File: config.mk
export PLATFORM = sky130hd
export DESIGN_NAME = cordic_lin_div
export DESIGN_NICKNAME = d
export VERILOG_FILES = /design/src/rtl/cordic_lin_div.sv
export SDC_FILE = /design/constraint.sdc
export NUM_CORES = 1
export LEC_CHECK = 0
export ABC_CLOCK_PERIOD_IN_PS = 6450
export CELL_PAD_IN_SITES_DETAIL_PLACEMENT = 0
export CELL_PAD_IN_SITES_GLOBAL_PLACEMENT = 1
export CORE_MARGIN = 1.5
export CORE_UTILIZATION = 46
export DETAILED_ROUTE_END_ITERATION = 8
export PLACE_DENSITY = 0.9
export SLEW_MARGIN = 5
export SYNTH_ARGS = -nofsm -noshare
export SYNTH_HDL_FRONTEND = slang
export SYNTH_SLANG_ARGS = --single-unit
File: constraint.sdc
create_clock -name clk -period 6.45 [get_ports clk]
set_input_delay 1.935 -clock clk [delete_from_list [all_inputs] [get_ports clk]]
set_output_delay 1.935 -clock clk [all_outputs]
set_load 0.02 [all_outputs]
File: src/rtl/cordic_lin_div.sv
// Linear-vectoring CORDIC divider: drives y toward zero by adding or subtracting
// shifted copies of x, and accumulates the matching powers of two in z.
module cordic_lin_div #(
   parameter int WIDTH = 15,
   parameter int FRAC  = 12,
   parameter int ITER  = 13
) (
   input  logic             clk,
   input  logic             rst_n,
   input  logic             in_valid,
   output logic             in_ready,
   input  logic [WIDTH:0]   y_in,
   input  logic [WIDTH:0]   x_in,
   output logic             out_valid,
   input  logic             out_ready,
   output logic [WIDTH:0]   q_out,
   output logic             div_err
);

   localparam int YW = WIDTH + 3;
   localparam int IW = (ITER > 1) ? $clog2(ITER) : 1;

   localparam logic [1:0] IDLE = 2'd0;
   localparam logic [1:0] CALC = 2'd1;
   localparam logic [1:0] HOLD = 2'd2;

   localparam logic [WIDTH+1:0] UNIT  = (WIDTH+2)'(1) << FRAC;
   localparam logic [WIDTH:0]   ZMAX  = {1'b0, {WIDTH{1'b1}}};
   localparam logic [WIDTH:0]   ZMIN  = {1'b1, {WIDTH{1'b0}}};
   localparam logic [IW-1:0]    ILAST = IW'(ITER - 1);

   logic [1:0]             state;
   logic signed [YW-1:0]   xReg;
   logic signed [YW-1:0]   yReg;
   logic [WIDTH:0]         zReg;
   logic [IW-1:0]          iter;

   logic signed [YW-1:0]   xShift;
   logic signed [YW-1:0]   yNext;
   logic [WIDTH+1:0]       step;
   logic [WIDTH+1:0]       zSum;
   logic [WIDTH:0]         zNext;
   logic                   dPos;

   assign in_ready  = (state == IDLE);
   assign out_valid = (state == HOLD);

   // One micro-iteration: direction follows whether y and x agree in sign; the
   // z sum carries one guard bit so overflow can be detected and clamped.
   always_comb begin
      xShift = xReg >>> iter;
      step   = UNIT >> iter;
      dPos   = (yReg == '0) || (yReg[YW-1] == xReg[YW-1]);
      yNext  = dPos ? (yReg - xShift) : (yReg + xShift);
      zSum   = dPos ? ({zReg[WIDTH], zReg} + step) : ({zReg[WIDTH], zReg} - step);
      zNext  = zSum[WIDTH:0];
      if (zSum[WIDTH+1] != zSum[WIDTH]) begin
         zNext = zSum[WIDTH+1] ? ZMIN : ZMAX;
      end
   end

   // Control and datapath state; a zero divisor skips iteration entirely and
   // the result register is written only on the final iteration.
   always_ff @(posedge clk or negedge rst_n) begin
      if (!rst_n) begin
         state   <= IDLE;
         xReg    <= '0;
         yReg    <= '0;
         zReg    <= '0;
         iter    <= '0;
         q_out   <= '0;
         div_err <= 1'b0;
      end else begin
         case (state)
            IDLE: begin
               if (in_valid) begin
                  if (x_in == '0) begin
                     q_out   <= '0;
                     div_err <= 1'b1;
                     state   <= HOLD;
                  end else begin
                     xReg    <= {{2{x_in[WIDTH]}}, x_in};
                     yReg    <= {{2{y_in[WIDTH]}}, y_in};
                     zReg    <= '0;
                     iter    <= '0;
                     div_err <= 1'b0;
                     state   <= CALC;
                  end
               end
            end
            CALC: begin
               yReg <= yNext;
               zReg <= zNext;
               if (iter == ILAST) begin
                  q_out   <= zNext;
                  div_err <= 1'b0;
                  state   <= HOLD;
               end else begin
                  iter <= iter + 1'b1;
               end
            end
            HOLD: begin
               if (out_ready) begin
                  state <= IDLE;
               end
            end
            default: state <= IDLE;
         endcase
      end
   end

endmodule

==> metrics.md <==
| Metric | Value |
|---|---|
| Status | `complete, no violations` |
| DR vias | `5705` |
| Chip height | `between 100 and 150 um` |
| Max Clock Freq | `about 0.18 GHz` |
| Yosys reg bits | `73` |
| Antenna Cells | `0` |
| CTS tree | `yes` |
| Post-route insts no fill | `962` |
| CP required | `around 6.7 ns` |
| P&R area growth vs syn | `14.5%` |
| Multi-input logic area | `approximately 4500 um2` |
| Startpoint types | `register` |
| Router iterations before antenna repair | `5` |
| Cells after Synth | `743` |
| Port bufs | `54` |
| Synth Area in Compound Gates | `about a quarter` |
| Fin crit period | `between 5 and 6 ns` |
| Initial DRC count | `~430` |
| Die area | `roughly 15000 um2` |
| GRT overflow | `0` |
| Max Root-Sink Buffers | `2` |
| Initial antenna violation count | `0` |
| Setup slack, reg-to-reg | `about 1.0 ns` |
| Fillers | `about 1200` |
| Final Hold Fails | `0` |
| RD Place Congestion | `between 0.9 and 1` |
| Dpl hpwl | `roughly 12000 um` |
| Post-Synth XOR/XNOR Area | `under 10%` |
| Area leader, netlist | `dfrtp_1` |
| Ys flop type | `dfrtp_1` |
| Placed cells | `947` |
| Number of global-route vias before repair | `5332` |
| CTS H-tree depth | `3` |
| Placeable Area | `about 14000 um2` |
| Setup Fix Bufs, Post-CTS | `0` |
| Crit path kind | `reg2reg` |
| Pins Over Slew Limit | `0` |
| Vias per inst | `about 6` |
| Wire per inst | `17.4 um` |
| Post-route ant nets | `0` |
| Num CTS Buffers | `9` |
| Total track usage | `approximately a quarter` |
| Tightest Pin Transition | `0.994 ns` |
| Synth area leaders | `dfrtp_1 28%, ha_1 8.0%, o21ai_0 5.2%` |
| I/O Pins | `55` |
| RSZ-0062 raised after global routing | `no` |
| Commonest cells post-synth | `86 x nand2_1, 73 x dfrtp_1, 69 x o21ai_0` |
| Final WL | `16700 um` |
| HP Class | `reg2reg` |
| Initial core utilization | `47.3%` |
| TritonCTS Sinks | `73` |
| Fin Clk Skew | `0.00957 ns` |
| Clock-pin slew on the worst setup and hold paths | `0.06 ns` |
| Mux share of post-synthesis cell area | `a little over an eighth` |
| Asr flop ratio synth | `between 90% and 100%` |
| Area share of and/or/nand/nor cells after synthesis | `around 16%` |
| Most frequent cell after synthesis | `nand2_1` |
| Fin Setup TNS | `0 ns` |
| # hold bufs at CTS | `0` |
| Final number of setup-violating endpoints | `0` |
| Syn nets | `between 800 and 900` |
| Pin count of the biggest net entering global routing | `74` |
| Post-synthesis sequential area ratio | `between 20% and 30%` |
| Max Cap Viol | `0` |
| Layout cell share with drive strength beyond 1 | `approximately 12%` |
| Number of library cell types mapped by synthesis | `78` |
| Number of synthesized flops with an enable pin | `0` |
| Crit share post-route | `approximately 85%` |
| Drc violations | `0` |
| Post-cts sizing count | `0` |
| Crit path DAT | `~5.7 ns` |
| First-pass GRT wire length | `between 20000 and 30000 um` |
| YS warnings | `0` |
| CP endpoint kind | `register` |
| Syn Area/Cell | `between 8 and 9 um2` |
| Combinational family with the most area after synthesis | `compound AO/OA/AOI/OAI gates` |
| Mapped cell area | `6590 um2` |
| Slew HR | `33.8%` |
| CP max FO | `18` |
| Post-Synth Adder-Cell Area | `9.25%` |
| Share of the synthesized area in the top cell type | `27.7%` |
| Register area | `roughly 1800 um2` |
| Row Count | `between 40 and 50` |
| Die width | `approximately 120 um` |
| Worst-skew pair later-pin latency | `approximately 0.35 ns` |
| Layout Nets | `between 800 and 900` |
| Root Buffer | `clkbuf_16` |
==> path summary, 6_finish.rpt <==
| check | start | end | cells past startpoint |
|---|---|---|---|
| min | q_out[2]$_DFFE_PN0P_ | q_out[2]$_DFFE_PN0P_ | 2 |
| max in group asynchronous | rst_n | xReg[15]$_DFFE_PN0P_ | 1 |
| max reg2reg | iter[1]$_DFFE_PN0P_ | zReg[8]$_DFFE_PN0P_ | 16 |
| min reg2reg | q_out[2]$_DFFE_PN0P_ | q_out[2]$_DFFE_PN0P_ | 2 |
| max | iter[1]$_DFFE_PN0P_ | zReg[8]$_DFFE_PN0P_ | 16 |
| min in group asynchronous | rst_n | yReg[1]$_DFFE_PN0P_ | 1 |
==> critical path, cell delays in order, from the launching register on <==
cell	delay, ns
dfrtp_1	0.77
inv_1	0.21
ha_1	0.32
nor2_1	0.39
nor2_1	0.08
o31ai_1	0.35
o21ai_0	0.22
o31ai_1	0.41
o21ai_0	0.20
ha_1	0.37
and3_1	0.20
nand2_1	0.07
a211o_1	0.27
a31oi_2	0.29
xor2_2	0.55
nor2_1	0.30
o311ai_1	0.35
==> state kept, by name, indices dropped and copies added (netlist names) <==
signal and count:
div_err 1, iter 4, q_out 16, state 2
xReg 16, yReg 18, zReg 16
==> per-stage QoR <==
step	worst slack, ns	area, um2	utilization, %	hold WS, ns
2_1_floorplan	1.95	6590	-	0.453
3_3_place_gp	1.23	7240	51.9	0.462
3_5_place_dp	1.08	7240	51.9	0.472
4_1_cts	1.04	7540	54.1	0.485
5_1_grt	0.480	7540	54.1	0.512
6_report	0.998	7540	54.1	0.477
==> cell type report <==
cell class | instances | share of cell area (%)
clock inverter | 4 | 0.697
sequential | 73 | 24.2
clock buffer | 11 | 3.35
tap | 180 | 2.99
timing repair buffer | 62 | 7.93
multi-input combinational | 606 | 59.5
inverter | 26 | 1.29
==> metal layers <==
layer	up-vias	part of all wire, %	global-route usage, %
met5	-	0	0
met3	21	5.3	5.48
met4	0	1.3	5.74
met2	156	45	36.3
met1	2725	49	33.4
li1	2803	-	-
==> cell families (layout without fill, tap and decap cells) <==
logic type               Yosys count  after routing
AND/OR/NAND/NOR                  211            211
adder cells (fa/ha/maj)           48             48
multiplexers                      67             67
buffers and inverters             64            103
AO/OA/AOI/OAI                    235            235
flip-flops                        73             73
XOR/XNOR                          45             45
==> layout by cell type, fill, tap and decap left out, types with 19 or more instances in the layout <==
cell and count:
a21oi_1 53, clkdlybuf4s50_1 53, dfrtp_1 73, ha_1 42, inv_1 24, mux2_2 29
mux2i_1 21, nand2_1 86, nor2_1 46, o21ai_0 69, xnor2_1 22, xor2_1 19
Power is left out: the tool's default activity adds up to more than one toggle a clock period on the data nets, which glitch-free logic cannot reach.
